## src/rtl/cache_arb_pkg.sv

```systemverilog
// Shared types and constants for the cache/memory arbiter.
// Block geometry, FSM state encoding and the last-fill owner encoding.
package cache_arb_pkg;

    localparam int unsigned BLOCK_WORDS = 8;
    localparam int unsigned WORD_IDX_W  = 3;
    localparam logic [WORD_IDX_W-1:0] LAST_WORD = WORD_IDX_W'(BLOCK_WORDS - 1);

    typedef enum logic [1:0] {
        IDLE   = 2'd0,
        FILL_I = 2'd1,
        FILL_D = 2'd2
    } state_t;

    typedef enum logic {
        OWNER_I = 1'b0,
        OWNER_D = 1'b1
    } owner_t;

endpackage

```

## src/rtl/cache_mem_arbiter_word_counter.sv

```systemverilog
// Block word counter: synchronous clear, count enable, and a sticky flag
// that sets once the counter steps past the last word of a block.
module word_counter
    import cache_arb_pkg::*;
(
    input  logic                  clk,
    input  logic                  clr,
    input  logic                  en,
    output logic [WORD_IDX_W-1:0] count,
    output logic                  wrapped
);

    always_ff @(posedge clk) begin
        if (clr) begin
            count   <= '0;
            wrapped <= 1'b0;
        end else if (en) begin
            count <= count + 1'b1;
            if (count == LAST_WORD) begin
                wrapped <= 1'b1;
            end
        end
    end

endmodule

```

## src/rtl/cache_mem_arbiter.sv

```systemverilog
// Shares the single-ported main memory between I-cache fills, D-cache fills
// and D-cache write-through, and steers returning words to the owning cache.
module cache_mem_arbiter
    import cache_arb_pkg::*;
#(
    parameter int unsigned ADDR_W = 16,
    parameter int unsigned DATA_W = 16
) (
    input  logic                  clk,
    input  logic                  rst_n,
    input  logic                  ic_miss,
    input  logic [ADDR_W-1:0]     ic_miss_addr,
    input  logic                  dc_miss,
    input  logic [ADDR_W-1:0]     dc_miss_addr,
    input  logic                  dc_wr,
    input  logic [ADDR_W-1:0]     dc_wr_addr,
    input  logic [DATA_W-1:0]     dc_wr_data,
    output logic                  dc_wr_ack,
    output logic                  ic_stall,
    output logic                  dc_stall,
    output logic [DATA_W-1:0]     fill_data,
    output logic [WORD_IDX_W-1:0] fill_word,
    output logic                  ic_fill_we,
    output logic                  dc_fill_we,
    output logic                  ic_tag_we,
    output logic                  dc_tag_we,
    output logic                  mem_en,
    output logic                  mem_wr,
    output logic [ADDR_W-1:0]     mem_addr,
    output logic [DATA_W-1:0]     mem_data_in,
    input  logic [DATA_W-1:0]     mem_data_out,
    input  logic                  mem_data_valid
);

    // rst_n keeps its historical name but is an active-high reset.
    logic rst;
    assign rst = rst_n;

    state_t                  state;
    owner_t                  last_fill;
    logic [ADDR_W-5:0]       base;
    logic [WORD_IDX_W-1:0]   issue_cnt;
    logic [WORD_IDX_W-1:0]   ret_cnt;
    logic                    issue_wrapped;
    logic                    ret_wrapped;
    logic                    filling;
    logic                    cnt_clr;
    logic                    issue_en;
    logic                    ret_en;
    logic                    ret_last;
    logic                    unused_addr_bits;

    assign unused_addr_bits = ^{ic_miss_addr[3:0], dc_miss_addr[3:0]};

    assign filling  = (state != IDLE);
    assign cnt_clr  = rst || !filling;
    assign issue_en = filling && !issue_wrapped;
    assign ret_en   = filling && mem_data_valid && !ret_wrapped;
    assign ret_last = ret_en && (ret_cnt == LAST_WORD);

    word_counter u_issue_cnt (
        .clk     (clk),
        .clr     (cnt_clr),
        .en      (issue_en),
        .count   (issue_cnt),
        .wrapped (issue_wrapped)
    );

    word_counter u_ret_cnt (
        .clk     (clk),
        .clr     (cnt_clr),
        .en      (ret_en),
        .count   (ret_cnt),
        .wrapped (ret_wrapped)
    );

    always_ff @(posedge clk) begin
        if (rst) begin
            state     <= IDLE;
            base      <= '0;
            last_fill <= OWNER_D;
        end else begin
            case (state)
                IDLE: begin
                    // A pending write always takes the IDLE cycle; misses wait.
                    if (!dc_wr) begin
                        if (ic_miss && !(dc_miss && last_fill == OWNER_I)) begin
                            state <= FILL_I;
                            base  <= ic_miss_addr[ADDR_W-1:4];
                        end else if (dc_miss) begin
                            state <= FILL_D;
                            base  <= dc_miss_addr[ADDR_W-1:4];
                        end
                    end
                end
                FILL_I, FILL_D: begin
                    if (ret_last) begin
                        state     <= IDLE;
                        last_fill <= (state == FILL_D) ? OWNER_D : OWNER_I;
                    end
                end
                default: state <= IDLE;
            endcase
        end
    end

    // Outputs are gated by reset so every pin reads zero in the reset cycle.
    always_comb begin
        dc_wr_ack   = 1'b0;
        ic_stall    = 1'b0;
        dc_stall    = 1'b0;
        fill_data   = '0;
        fill_word   = '0;
        ic_fill_we  = 1'b0;
        dc_fill_we  = 1'b0;
        ic_tag_we   = 1'b0;
        dc_tag_we   = 1'b0;
        mem_en      = 1'b0;
        mem_wr      = 1'b0;
        mem_addr    = '0;
        mem_data_in = '0;
        if (!rst) begin
            if (state == IDLE) begin
                if (dc_wr) begin
                    mem_en      = 1'b1;
                    mem_wr      = 1'b1;
                    mem_addr    = dc_wr_addr;
                    mem_data_in = dc_wr_data;
                    dc_wr_ack   = 1'b1;
                end
            end else begin
                if (issue_en) begin
                    mem_en   = 1'b1;
                    mem_addr = {base, issue_cnt, 1'b0};
                end
                if (ret_en) begin
                    fill_data = mem_data_out;
                    fill_word = ret_cnt;
                    if (state == FILL_D) begin
                        dc_fill_we = 1'b1;
                        dc_tag_we  = ret_last;
                    end else begin
                        ic_fill_we = 1'b1;
                        ic_tag_we  = ret_last;
                    end
                end
            end
            ic_stall = ic_miss || (state == FILL_I);
            dc_stall = dc_miss || (state == FILL_D) || (dc_wr && state != IDLE);
        end
    end

endmodule

```

## config.mk

```make
export PLATFORM = sky130hd
export DESIGN_NAME = cache_mem_arbiter
export DESIGN_NICKNAME = d
export VERILOG_FILES = /design/src/rtl/cache_arb_pkg.sv /design/src/rtl/cache_mem_arbiter_word_counter.sv /design/src/rtl/cache_mem_arbiter.sv
export SDC_FILE = /design/constraint.sdc
export NUM_CORES = 1
export LEC_CHECK = 0
export CORE_MARGIN = 2
export CORE_UTILIZATION = 32
export DETAILED_ROUTE_END_ITERATION = 8
export GPL_ROUTABILITY_DRIVEN = 0
export GPL_TIMING_DRIVEN = 0
export PLACE_DENSITY = 0.87
export SYNTH_ARGS = -nofsm -noshare
export SYNTH_HDL_FRONTEND = slang
export SYNTH_HIERARCHICAL = 1
export SYNTH_SLANG_ARGS = --single-unit
```

## constraint.sdc

```tcl
create_clock -name clk -period 2.1 [get_ports clk]
set_input_delay 0.42 -clock clk [delete_from_list [all_inputs] [get_ports clk]]
set_output_delay 0.42 -clock clk [all_outputs]
set_load 0.05 [all_outputs]
```

# Word-level counts from Yosys, hierarchy flattened
# Index checks and enable logic that the tools add are counted.
dict set report op_classes {
  addsub 2
  multipliers 0
  n_div 0
  order_cmp 0
  n_eq_ne 7
  shifts 0
  mux 44
  bitwise 2
  n_reduce_logical 24
}
# operator count
set ops {}
lappend ops {{$mux W16} 10}
lappend ops {{$mux W1} 24}
lappend ops {{$mux W12} 2}
lappend ops {{$mux W3} 3}
lappend ops {{$mux W2} 4}
lappend ops {{$logic_and A1 B1 Y1} 7}
lappend ops {{$add A3 B1 Y3 const B} 2}
lappend ops {{$eq A3 B3 Y1 const B} 2}
lappend ops {{$reduce_and A2 Y1} 3}
lappend ops {{$reduce_and A3 Y1} 2}
lappend ops {{$logic_not A1 Y1} 4}
lappend ops {{$logic_or A1 B1 Y1} 4}
lappend ops {{$ne A2 B2 Y1 const B} 2}
lappend ops {{$pmux W2 S2} 1}
lappend ops {{$reduce_bool A2 Y1} 2}
lappend ops {{$ne A3 B3 Y1 const B} 1}
lappend ops {{$eq A2 B1 Y1 const B} 1}
lappend ops {{$eq A2 B2 Y1 const B} 1}
lappend ops {{$logic_not A2 Y1} 1}
lappend ops {{$not A1 Y1} 2}
lappend ops {{$reduce_or A2 Y1} 1}
dict set report totals {
  regBits 23
  latchBits 0
  ram_bits 0
  mem_bits_ro 0
  inputBits 86
  out_inout_bits 60
  word_cells 86
  n_memories 0
}

# Depth between registers and ports, before layout
# Gate-level depths: netlist (run 1).
dict set report logic_depth {
  word_depth 8
  depth_mapped 7
  mapped_depth_nobuf 5
}

# By module
# The synthesis (run 1) kept the hierarchy.
# mod n_inst cells_each area_each_um2 seq_area_each_um2
set modules_own_cells {}
lappend modules_own_cells {cache_mem_arbiter 1 170 1408.9 300.3}
lappend modules_own_cells {word_counter 2 14 153.9 80.1}

# Least setup slack after synthesis (run 1)
# No wires, ideal clock.
dict set report synth_path {
  kind {register to output}
  from {register state[0]}
  to {output port dc_tag_we}
  arrival_ns 1.823
  required_time_ns 1.680
  slack_ns -0.143
  path_stages_with_launch 7
  path_buffers 1
  path_cell_list {dfxtp_1 > inv_1 > ha_1 > buf_6 > nor4b_4 > nand4_1 > nor2_1}
}
dict set report synth_via {
  elab_chain_len 8
  word_cells_on_any_way 10
  classes_between {eq/ne: 1; mux: 4; reduce/logical: 5}
}
# item line
set synth_lines {}
lappend synth_lines {{start, declared} cache_mem_arbiter.sv:39} ;# state_t state;
lappend synth_lines {{start signal, assigned} cache_mem_arbiter.sv:79} ;# state <= IDLE;
lappend synth_lines {{start signal, assigned} cache_mem_arbiter.sv:88} ;# state <= FILL_I;
lappend synth_lines {{start signal, assigned} cache_mem_arbiter.sv:91} ;# state <= FILL_D;
lappend synth_lines {{$reduce_bool A2 Y1} cache_mem_arbiter.sv:55} ;# assign filling = (state != IDLE);
lappend synth_lines {{$logic_and A1 B1 Y1 (2 in series)} cache_mem_arbiter.sv:58} ;# assign ret_en = filling && mem_data_valid && !ret_wrapped;
lappend synth_lines {{$logic_and A1 B1 Y1} cache_mem_arbiter.sv:59} ;# assign ret_last = ret_en && (ret_cnt == LAST_WORD);
lappend synth_lines {{$mux W1} cache_mem_arbiter.sv:139} ;# if (state == FILL_D) begin
lappend synth_lines {{$mux W1} cache_mem_arbiter.sv:136} ;# if (ret_en) begin
lappend synth_lines {{$mux W1 (*)} cache_mem_arbiter.sv:123} ;# if (state == IDLE) begin
lappend synth_lines {{$mux W1 (*)} cache_mem_arbiter.sv:122} ;# if (!rst) begin
lappend synth_lines {{end, declared} cache_mem_arbiter.sv:26} ;# output logic dc_tag_we,
# Mark *: on every way between the ends. The rest lies on a longest branch, timed or not.

# Final worst setup path (run 1)
dict set report layout_path {
  from {input port dc_wr}
  to {output port mem_addr[1]}
}
dict set report layout_via {
  elab_chain_len 3
}
# item line
set layout_lines {}
lappend layout_lines {{start, declared} cache_mem_arbiter.sv:15} ;# input logic dc_wr,
lappend layout_lines {{$mux W16} cache_mem_arbiter.sv:124} ;# if (dc_wr) begin
lappend layout_lines {{$mux W16} cache_mem_arbiter.sv:123}
lappend layout_lines {{$mux W16} cache_mem_arbiter.sv:122}
lappend layout_lines {{end, declared} cache_mem_arbiter.sv:29} ;# output logic [ADDR_W-1:0] mem_addr,
# Every way passes these cells.

==> results.md, run 1 <==
* Minimum clock period at 2.222 ns
* Fmax at 450.0 MHz
* Area of the multi-input gates at between 0.001 and 0.0015 mm²
* Via count at ~2.3k
* CP required at 1.68 ns
* Area contributors post-synth: dfxtp_1 27%, and2_1 14%, a22o_1 7.7%
* Final antenna diode count at 0
* Met1 Usage GRT at ~26%
* Slowest Stage Delay on Critical Path at around 0.52 ns
* CP Max Fanout at 7
* Slowest cell on crit path: clkdlybuf4s50_1
* R2r setup slk at between 0.3 and 0.4 ns
* Slew Limit Fails at 0
* Post-Syn Instances at between 150 and 200
* CTS Buf Count at 3
* Leakage dissipation at 1.652 nW
* Core ar. at about 0.0051 mm²
* Via count of the first global-routing pass at between 2k and 2.5k
* Post-synth EDFFs at 0
* PortBufs at 137
* Asr flop ratio synth at 0%
* Final Cycle Share at 105.8%
* Largest net degree at the start of global routing at 14
* H-tree Lvls at 1
* Worst hold path class: in -> reg
* CTS Sinks at 23
* Power, Total at 1.673 mW
* Grt total ovfl at 0
* Violated checks: setup timing
* Syn_nets at between 200 and 300
* Cell variety after synth at 35
* Post-Syn Area at ~0.0017 mm²
* Busiest layer in global routing: met2
* DRT iter0 DRCs at approximately 180
* Setup WS pre-CTS at -0.9484 ns
* Worst rel slew slack at about two thirds
* Synth warnings at 6
* Vias per cell at around 5.3
* WP data arrival at around 1.8 ns
* Psw at 621.4 µW
* Clock Power Share at between 10% and 20%
* Initial core utilization at around 33%
* Reg clk slew, reported paths at ~0.080 ns
* Cell with the most instances after synthesis: and2_1
* Seq pwr share at slightly below 30%
* Cell Int Power at between 1 and 1.5 mW
* Final setup margin at -0.1220 ns
* Total GRT Usage at 23.77%
* Met2 Use GR at about 46%
* Crit-path cells: clkdlybuf4s50_1, nor3b_4, buf_12, buf_4, a22o_1, buf_6
* IO Pins at 146
* Combinational share of power at between 50% and 60%
* Drt total wl at 8136 µm
* Fill count at about 310
* Area Overhead vs Synth at 124.1%
* Clock latency on the worst-skew pair at roughly 0.26 ns
* Cell count after placement at 405
* Hpwl dp at approximately 5000 µm
* Placed inst area at roughly 0.0032 mm²
* Setup crit end kind: primary output
* Most instantiated cells after synthesis: 38 x and2_1, 23 x dfxtp_1, 17 x nor2_1, 15 x a21oi_1, 15 x a22o_1
* Most used DFF post-synth: dfxtp_1
* Clk buf depth at 2
* Max Cap Viol at 0
* Final clock skew at between 0.0008 and 0.0009 ns
* Power Density at 434.8 mW/mm²
* Row count at 26
* Register area share after synthesis at 26.82%
* Storage cell area at 462.9 µm²
* Root Driver: clkbuf_8
* Share of layout cells above drive strength 1 at between 40 and 50%
* Worst-Margin Slew at between 0.4 and 0.5 ns
* First drt pass iteration count at 4
* First-pass GRT wire length at approximately 11000 µm
* Die W at roughly 77 µm
* Nets at around 450
* Switch share at a little under two fifths
* Seq cells post-synth at 23
* Initial antenna violation count at 0
* Hold buffer count at cts at 0
* Critical path class: in -> out
* Fin area at between 0.003 and 0.004 mm²
* Unrepaired setup endpoints after global routing: true
* M3 GR Usage at between 6 and 7%
* Final ANT Viol Nets at 0
* Remaining DRCs at 0
* Synth area leader: dfxtp_1
* Die H at slightly below 80 µm
* Mean post-synth cell area at roughly 8.7 µm²
* Status: finished with violations
* VDD IR max at roughly 340 µV
* Synth top area share at around 27%
* Drt wl/cell at 19.05 µm
* CP Buf/Inv Count at 4
* Setup violations, final at 35
* TritonCTS clock tree: done
* Non-Filler Instances at between 400 and 500
* Startpoint types: input pin
* Final hold violations at 0
* Kind of cell adding the most delay to the critical path: buffers and inverters
* Die Area at around 0.0060 mm²
## sequential cells by signal (all words and copies together), names as in the netlist
signal               flops
base                    12
u_issue_cnt/count        3
u_ret_cnt/count          3
state                    2
last_fill                1
u_issue_cnt/wrapped      1
u_ret_cnt/wrapped        1
## cell type report
cell class,count,area share [%]
Timing Repair Buffer,156,46.63
Multi-Input combinational cell,153,33.43
Sequential cell,23,12.03
Buffer,16,3.935
Tap cell,70,2.276
Clock buffer,3,1.073
Inverter,5,0.4878
Clock inverter,1,0.1301
## power by group through the flow
stage | logic, mW | clock network (mW) | registers, mW
finish | 0.903 | 0.280 | 0.490
global placement | 0.695 | 0 | 0.491
CTS | 0.850 | 0.285 | 0.487
global route | 0.935 | 0.312 | 0.492
detailed placement | 0.710 | 0 | 0.492
floorplan | 0.418 | 0 | 0.486
## final timing paths
path | startpoint | end | cells past startpoint
max reg2reg | state[1] | state[1] | 6
min | rst_n | base[4] | 3
max | dc_wr | mem_addr[1] | 6
min reg2reg | u_issue_cnt/count[1] | u_issue_cnt/count[1] | 2
## tightest hold or removal path: cells and delay by family
kind / cells / cell delay, ns
AOI/OAI and AO/OA: 1 / 0.05
buffers and inverters: 2 / 0.29
## cell families (layout without fill, tap and decap cells)
| family | Yosys count | count (layout) | synth area share [%] |
|---|---|---|---|
| multiplexers | 5 | 5 | 2.916 |
| AO/OA/AOI/OAI | 59 | 59 | 24.27 |
| flip-flops | 23 | 23 | 26.82 |
| buffers and inverters | 22 | 181 | 9.110 |
| XOR/XNOR | 2 | 2 | 1.021 |
| AND/OR/NAND/NOR | 80 | 80 | 30.76 |
| adder cells (fa/ha/maj) | 7 | 7 | 5.102 |
## cell usage in the layout (no fill, tap or decap), types with 3 or more instances in the layout
master / count
a21oi_1: 15
a22o_1: 5
a22o_4: 10
a311oi_1: 12
and2_2: 7
and2_4: 30
buf_12: 3
buf_4: 15
buf_6: 24
buf_8: 45
clkbuf_2: 3
clkbuf_8: 3
clkdlybuf4s50_1: 74
dfxtp_1: 21
ha_1: 6
inv_2: 3
mux2i_1: 5
nand3b_1: 12
nor2_1: 16
o21ai_0: 12
## through the flow
step / hold WS [ns] / setup TNS [ns] / utilization, %
2_1_floorplan: 0.4875 / -0.2868 / -
3_3_place_gp: 0.5109 / -50.52 / 62.24
3_5_place_dp: 0.5181 / -51.43 / 62.24
4_1_cts: 0.5290 / -5.858 / 73.17
5_1_grt: 0.5474 / -4.308 / 74.85
6_report: 0.5462 / -2.860 / 74.85
## per-layer routing
metal / up-vias / part of all wire, % / wire length [µm]
li1: 1031 / - / -
met1: 1108 / 37 / 2987
met2: 114 / 54 / 4412
met3: 16 / 7.1 / 574
met4: 0 / 2.0 / 161
met5: - / 0 / 0
## what timing repair did
action,4_1_cts,5_1_grt
gates resized for setup,511,14
setup buffers,8,7
pin swaps,39,8
setup endpoints to repair,60,59
cloned,3,1
Note: power is estimated with default switching activity, not from simulation.
==> run 2: changes to the inputs <==
--- a/config.mk
+++ b/config.mk
@@ -6,12 +6,12 @@
 export NUM_CORES = 1
 export LEC_CHECK = 0
 export CORE_MARGIN = 2
-export CORE_UTILIZATION = 32
+export CORE_UTILIZATION = 31
 export DETAILED_ROUTE_END_ITERATION = 8
 export GPL_ROUTABILITY_DRIVEN = 0
 export GPL_TIMING_DRIVEN = 0
-export PLACE_DENSITY = 0.87
+export PLACE_DENSITY = 0.8
+export SETUP_SLACK_MARGIN = 0.02
 export SYNTH_ARGS = -nofsm -noshare
 export SYNTH_HDL_FRONTEND = slang
-export SYNTH_HIERARCHICAL = 1
 export SYNTH_SLANG_ARGS = --single-unit
==> run 2 against run 1 <==
The run still ends with setup timing left. Clock power about the same. Hold slack worse by 0.0030 ns. Area after synthesis down 4.8%. Die area down 1.7%. Critical path type is now reg -> out. Highest routed layer unchanged.
==> results.md, run 2 <==
* Status: finished with violations
* Register area share after synthesis at 28.18% (+1.4 points)
* Worst rel slew slack at 67.44% (+0.27 points)
* First-pass GRT wire length at 11330 µm (-0.79%)
* Slew Limit Fails at 0 (unchanged)
* Leakage dissipation at 1.669 nW (+0.99%)
* Clock Power Share at 15.9% (-0.9 points)
* Area contributors post-synth: dfxtp_1 28%, and2_1 15%, a22o_1 8.0%
* Share of layout cells above drive strength 1 at 45.40% (+0.59 points)
* Switch share at 37.52% (+0.37 points)
* Drt wl/cell at 18.94 µm (-0.59%)
* Setup WS pre-CTS at -1.073 ns (-0.1247 ns)
* Largest net degree at the start of global routing at 14 (unchanged)
* Combinational share of power at 55.8% (+1.8 points)
* Cell variety after synth at 35 (unchanged)
* Synth top area share at 28.18% (+1.4 points)
* Crit path from: state[1]
* Setup TNS at -10.70 ns (-7.844 ns)
* Post-Syn Instances at 197 (-0.51%)
* R2R depth at 7 (+1)
* Remaining DRCs at 0 (unchanged)
* Critical path class: reg -> out
* CP required at 1.68 ns (about the same)
* TritonCTS clock tree: done
* Area Overhead vs Synth at 138.8%
* Startpoint types: register
* Initial antenna violation count at 0 (unchanged)
* CTS Buf Count at 3 (unchanged)
* Grt total ovfl at 0 (unchanged)
* Row count at 26 (unchanged)
* Top reg by flops: base
* Total GRT Usage at 23.68% (-0.088 points)
* Core ar. at 0.005107 mm² (-0.63%)
* Reg clk slew, reported paths at 0.08 ns (about the same)
* Psw at 660.1 µW (+6.2%)
* Final setup margin at -0.2537 ns (-0.1317 ns)
* Synth warnings at 0 (-6)
* Power Density at 450.9 mW/mm² (+3.7%)
* Clock latency on the worst-skew pair at 0.26 ns (about the same)
* Root Driver: clkbuf_8
* Die W at 76.60 µm (-0.83%)
* Seq pwr share at 28.2% (-1.1 points)
* Synth area leader: dfxtp_1
* Cell with the most instances after synthesis: and2_1
* Final Cycle Share at 112.1% (+6.3 points)
* Hpwl dp at 4869 µm (-2.5%)
* Clk buf depth at 2 (unchanged)
* IO Pins at 146 (unchanged)
* Worst hold path class: reg -> reg
* Most common cell after layout, fill and taps aside: clkdlybuf4s50_1
* Most used DFF post-synth: dfxtp_1
* Unrepaired setup endpoints after global routing: true
* WP data arrival at 1.93 ns (+0.13 ns)
* Final antenna diode count at 0 (unchanged)
* DRT iter0 DRCs at 205 (+15%)
* CTS Sinks at 23 (unchanged)
* Worst Hold Depth at 2 (-1)
* Seq cells post-synth at 23 (unchanged)
* Die H at 76.60 µm (-0.83%)
* Cell Int Power at 1.099 mW (+4.6%)
* Post-Syn Area at 0.001634 mm² (-4.8%)
* Power, Total at 1.759 mW (+5.2%)
* H-tree Lvls at 1 (unchanged)
* Final hold violations at 0 (unchanged)
* Fmax at 424.9 MHz (-5.6%)
* Most instantiated cells after synthesis: 38 x and2_1, 23 x dfxtp_1, 15 x a22o_1, 14 x nor2_1
* Vias per cell at 5.291 (-0.42%)
* Drt total wl at 8126 µm (-0.12%)
* Hold buffer count at cts at 0 (unchanged)
* VDD IR max at 317.1 µV (-5.8%)
* Max reg flops at 12 (unchanged)
* Via count at 2270 (+0.044%)
* Final ANT Viol Nets at 0 (unchanged)
* Final clock skew at 0.001637 ns (+0.0008065 ns)
* Setup crit end kind: primary output
* Hold WS at 0.5432 ns (-0.003026 ns)
* Nets at 453 (+0.44%)
* Violated checks: setup timing
* Mean post-synth cell area at 8.295 µm² (-4.3%)
* First drt pass iteration count at 4 (unchanged)
* Asr flop ratio synth at 0% (unchanged)
* Setup violations, final at 57 (+63%)
* Max Cap Viol at 0 (unchanged)
* Post-synth EDFFs at 0 (unchanged)
* Biggest regs: base x12, u_issue_cnt.count x3, u_ret_cnt.count x3
* Via count of the first global-routing pass at 2200 (-4.2%)
* Most frequent cells in the layout: 76 x clkdlybuf4s50_1, 56 x buf_8, 37 x and2_4, 21 x dfxtp_1, 17 x buf_6
* Initial core utilization at 31.99% (-1.4 points)
* Syn_nets at 290 (-0.34%)
* Minimum clock period at 2.354 ns (+0.1317 ns)
* Worst-Margin Slew at 0.4884 ns (-0.001948 ns)
* CP Max Fanout at 7 (unchanged)
* Hold Crit Start: u_ret_cnt.count[1]
* Worst r2r src: state[1]
* Die Area at 0.005868 mm² (-1.7%)
* PortBufs at 137 (unchanged)
[run 2: cell types whose count changed in the layout (fill, tap and decap cells not counted), moves of 3 or more]
cell / delta
buf_6: -7
and2_2: -7
nand3b_1: -12
clkbuf_1: +3
buf_8: +11
nand3_1: +11
and2_4: +7
[run 2: per-stage QoR]
stage,util (%),instance area [µm²],instances
2_1_floorplan,-,1740,197
3_3_place_gp,62.64,3199,404
3_5_place_dp,62.64,3199,404
4_1_cts,72.54,3705,426
5_1_grt,76.41,3902,429
6_report,76.41,3902,429
[run 2: power groups by stage]
stage,Combinational [mW],Sequential [mW],Clock (mW)
after floorplan,0.440,0.492,0
after global placement,0.727,0.498,0
after detailed placement,0.738,0.499,0
after CTS,0.882,0.489,0.287
after global routing,1.02,0.499,0.305
final,0.982,0.497,0.281
[run 2: path summary, 6_finish.rpt]
| path | end | slack, ns |
|---|---|---|
| hold / removal | u_ret_cnt.count[1] | 0.54 |
| setup reg to reg | base[1] | 0.33 |
| setup / recovery | fill_data[13] | -0.25 |
| hold reg to reg | u_ret_cnt.count[1] | 0.54 |
[run 2: cell type report]
cell class / instances / area, µm²
buffer: 18 / 142.6
clock inverter: 1 / 5.005
inverter: 4 / 17.52
timing repair buffer: 159 / 1864
clock buffer: 3 / 41.29
multi-input combinational: 151 / 1281
tap: 70 / 87.58
sequential: 23 / 462.9
fill: 325 / 1205
[run 2: cell families after synthesis]
group	Yosys count	synth area share (%)
and+or+nand+nor	79	29.33
AOI/OAI and AO/OA	59	25.96
buffers and inverters	23	7.657
DFF	23	28.18
adders and majority gates	7	5.360
muxes	4	2.450
xor gates and xnor gates	2	1.072
[run 2: what timing repair did]
| action | in CTS | in global routing |
|---|---|---|
| pin swaps | 10 | 19 |
| setup buffers | 14 | 4 |
| gates cloned | 4 | 1 |
| setup endpoints to repair | 60 | 60 |
| gates resized for setup | 498 | 40 |
[run 2: critical path, cell delays in order (launching register included)]
cell     delay, ns
dfxtp_2       0.34
inv_2         0.05
ha_4          0.16
or2_1         0.24
buf_6         0.14
nor3b_4       0.17
buf_6         0.16
buf_6         0.12
and2_4        0.15
buf_8         0.14
[run 2: routing by layer]
metal / vias to the layer above / wire length [µm] / track usage [%]
met5: - / 0 / 0
met4: 0 / 283 / 4.182
met3: 20 / 759 / 4.858
met2: 150 / 4183 / 43.19
met1: 1060 / 2900 / 28.87
li1: 1040 / - / -
==> run 3: changes to the inputs <==
--- a/config.mk
+++ b/config.mk
@@ -6,11 +6,11 @@
 export NUM_CORES = 1
 export LEC_CHECK = 0
 export CORE_MARGIN = 2
-export CORE_UTILIZATION = 31
+export CORE_UTILIZATION = 48
 export DETAILED_ROUTE_END_ITERATION = 8
+export DONT_BUFFER_PORTS = 1
 export GPL_ROUTABILITY_DRIVEN = 0
 export GPL_TIMING_DRIVEN = 0
-export PLACE_DENSITY = 0.8
 export SETUP_SLACK_MARGIN = 0.02
 export SYNTH_ARGS = -nofsm -noshare
 export SYNTH_HDL_FRONTEND = slang
==> run 3 against run 2 <==
The run still ends with setup timing left. Global-route usage is 5.8 points higher. Final area is 40% lower. Register-to-register slack better by 0.10 ns. Clock power is 25% lower. Combinational power is 31% lower. Sequential share of layout area is 7.9 points higher. Flip-flop and latch count stayed put. Sequential power hardly changed. Clock-buffer cell count is 1 higher. Cell count is 36% lower. Setup slack worse by 0.015 ns. Largest power group unchanged.
==> results.md, run 3 (synthesized netlist as in run 2, its figures left out) <==
* Max Cap Viol at 0 (unchanged)
* WP data arrival at 1.95 ns (+0.02 ns)
* Final antenna diode count at 0 (unchanged)
* R2r setup slk at 0.43 ns (+0.10 ns)
* Core ar. at 0.003311 mm² (-35%)
* Worst rel slew slack at 61.35% (-6.1 points)
* Worst-Margin Slew at 0.5797 ns (+0.09123 ns)
* Minimum clock period at 2.369 ns (+0.01541 ns)
* Hpwl dp at 3852 µm (-21%)
* First-pass GRT wire length at 9121 µm (-19%)
* Setup crit end kind: primary output
* Remaining DRCs at 0 (unchanged)
* Leakage dissipation at 0.9950 nW (-40%)
* M3 GR Usage at 7.609% (+2.8 points)
* Setup WS pre-CTS at -0.2629 ns (+0.8102 ns)
* Initial antenna violation count at 0 (unchanged)
* Most frequent cells in the layout: 37 x and2_4, 21 x dfxtp_1, 16 x buf_4, 15 x a22o_4
* Slew Limit Fails at 0 (unchanged)
* RR Endpoint: state[0]
* Die W at 62.35 µm (-19%)
* Final setup margin at -0.2691 ns (-0.01541 ns)
* Non-Filler Instances at 275 (-36%)
* Final hold violations at 0 (unchanged)
* DRT iter0 DRCs at 116 (-43%)
* CP required at 1.68 ns (about the same)
* Grt total ovfl at 0 (unchanged)
* Crit path from: state[1]
* IO Pins at 146 (unchanged)
* Fmax at 422.1 MHz (-0.65%)
* Root Driver: clkbuf_4
* Hold WS at 0.2498 ns (-0.2934 ns)
* Drt total wl at 5926 µm (-27%)
* Critical path class: reg -> out
* Via count at 1681 (-26%)
* Die Area at 0.003887 mm² (-34%)
* Startpoint types: register
* Seq pwr share at 35.8% (+7.6 points)
* Final ANT Viol Nets at 0 (unchanged)
* Status: finished with violations
* Combinational share of power at 49.0% (-6.8 points)
* Violated checks: setup timing
* Max reg flops at 12 (unchanged)
* CTS Sinks at 23 (unchanged)
* Cell Int Power at 808.3 µW (-26%)
* Die H at 62.35 µm (-19%)
* Area Overhead vs Synth at 43.19%
* R2R depth at 5 (-2)
* First drt pass iteration count at 4 (unchanged)
* Clk buf depth at 2 (unchanged)
* CP Max Fanout at 6 (-1)
* CTS Buf Count at 3 (unchanged)
* Row count at 21 (-19%)
* Nets at 323 (-29%)
* Drt wl/cell at 21.55 µm (+14%)
* Worst hold path class: in -> reg
* Clock latency on the worst-skew pair at 0.31 ns (+0.05 ns)
* Unrepaired setup endpoints after global routing: true
* Worst setup path end: dc_tag_we
* Reg clk slew, reported paths at 0.13 ns (+0.05 ns)
* Switch share at 41.51% (+4.0 points)
* Initial core utilization at 49.36% (+17 points)
* Worst r2r src: u_ret_cnt.count[0]
* Most common cell after layout, fill and taps aside: and2_4
* Setup violations, final at 57 (unchanged)
* H-tree Lvls at 1 (unchanged)
* Vias per cell at 6.113 (+16%)
* Share of layout cells above drive strength 1 at 48.91% (+3.5 points)
* PortBufs at 0 (-100%)
* Top reg by flops: base
* Final clock skew at 0.002387 ns (+0.0007501 ns)
* Power Density at 590.7 mW/mm² (+31%)
* Biggest regs: base x12, u_issue_cnt.count x3, u_ret_cnt.count x3
* Power, Total at 1.382 mW (-21%)
* Final Cycle Share at 112.8% (+0.73 points)
* Met2 Use GR at 51.63% (+8.4 points)
* Psw at 573.7 µW (-13%)
* VDD IR max at 336.9 µV (+6.3%)
* TritonCTS clock tree: done
* Via count of the first global-routing pass at 1660 (-25%)
* Met1 Usage GRT at 35.55% (+6.7 points)
* Clock Power Share at 15.2% (-0.7 points)
* Total GRT Usage at 29.51% (+5.8 points)
* Largest net degree at the start of global routing at 13 (-1)
* Cell count after placement at 243 (-40%)
* Busiest layer in global routing: met2
[run 3: cell types whose count changed in the layout (fill, tap and decap cells not counted), sizes merged]
cell	delta
clkdlybuf4s50	-76
clkbuf	+5
dlygate4sd2	-1
clkinv	-1
buf	-57
[run 3: worst min path at each step]
stage,from,endpoint,slack (ns),cells after the start
floorplan,state[1],state[1],0.44,1
global placement,state[1],state[1],0.45,1
detailed placement,state[0],state[0],0.47,1
CTS,mem_data_valid,u_ret_cnt.wrapped,0.26,2
global route,mem_data_valid,u_ret_cnt.wrapped,0.25,2
finish,mem_data_valid,u_ret_cnt.wrapped,0.25,2
[run 3: power groups by stage]
stage               Clock, mW  Combinational (mW)  Sequential (mW)
floorplan                   0               0.440            0.492
global placement            0               0.482            0.499
detailed placement          0               0.488            0.500
CTS                     0.205               0.659            0.495
global route            0.226               0.713            0.499
finish                  0.210               0.677            0.495
[run 3: timing repair]
action / 4_1_cts / 5_1_grt
pin swaps: 37 / 15
buffers inserted: 21 / 6
resized for setup: 69 / 8
setup endpoints to repair: 60 / 59
hold buffers: 0 / 0
gates cloned: 4 / 2
[run 3: metrics by stage]
stage | utilization, % | TNS [ns] | area, µm²
finish | 70.67 | -9.570 | 2340
global route | 70.67 | -13.84 | 2340
CTS | 69.80 | -16.60 | 2311
detailed placement | 54.31 | -8.343 | 1798
global placement | 54.31 | -6.730 | 1798
floorplan | - | 0 | 1740
[run 3: cell type report]
| type | instances | area (µm²) |
|---|---|---|
| flip-flops and latches | 23 | 462.9 |
| inverters | 4 | 17.52 |
| repair buffers | 30 | 305.3 |
| well taps | 46 | 57.56 |
| fillers | 270 | 970.9 |
| multi-input cells | 151 | 1323 |
| plain buffers | 17 | 147.6 |
| clock buffers | 4 | 26.28 |
[run 3: routing by layer]
layer	vias to the layer above	wire, µm
met5	-	0
met4	0	94
met3	10	510
met2	101	3146
met1	796	2174
li1	774	-
[run 3: critical path, stage by stage (launching register included)]
cell and delay, ns:
dfxtp_2 0.36, inv_2 0.05, ha_4 0.15, or2_1 0.21, buf_6 0.14, nor3b_4 0.19, buf_6 0.16, buf_4 0.10
and3_4 0.28
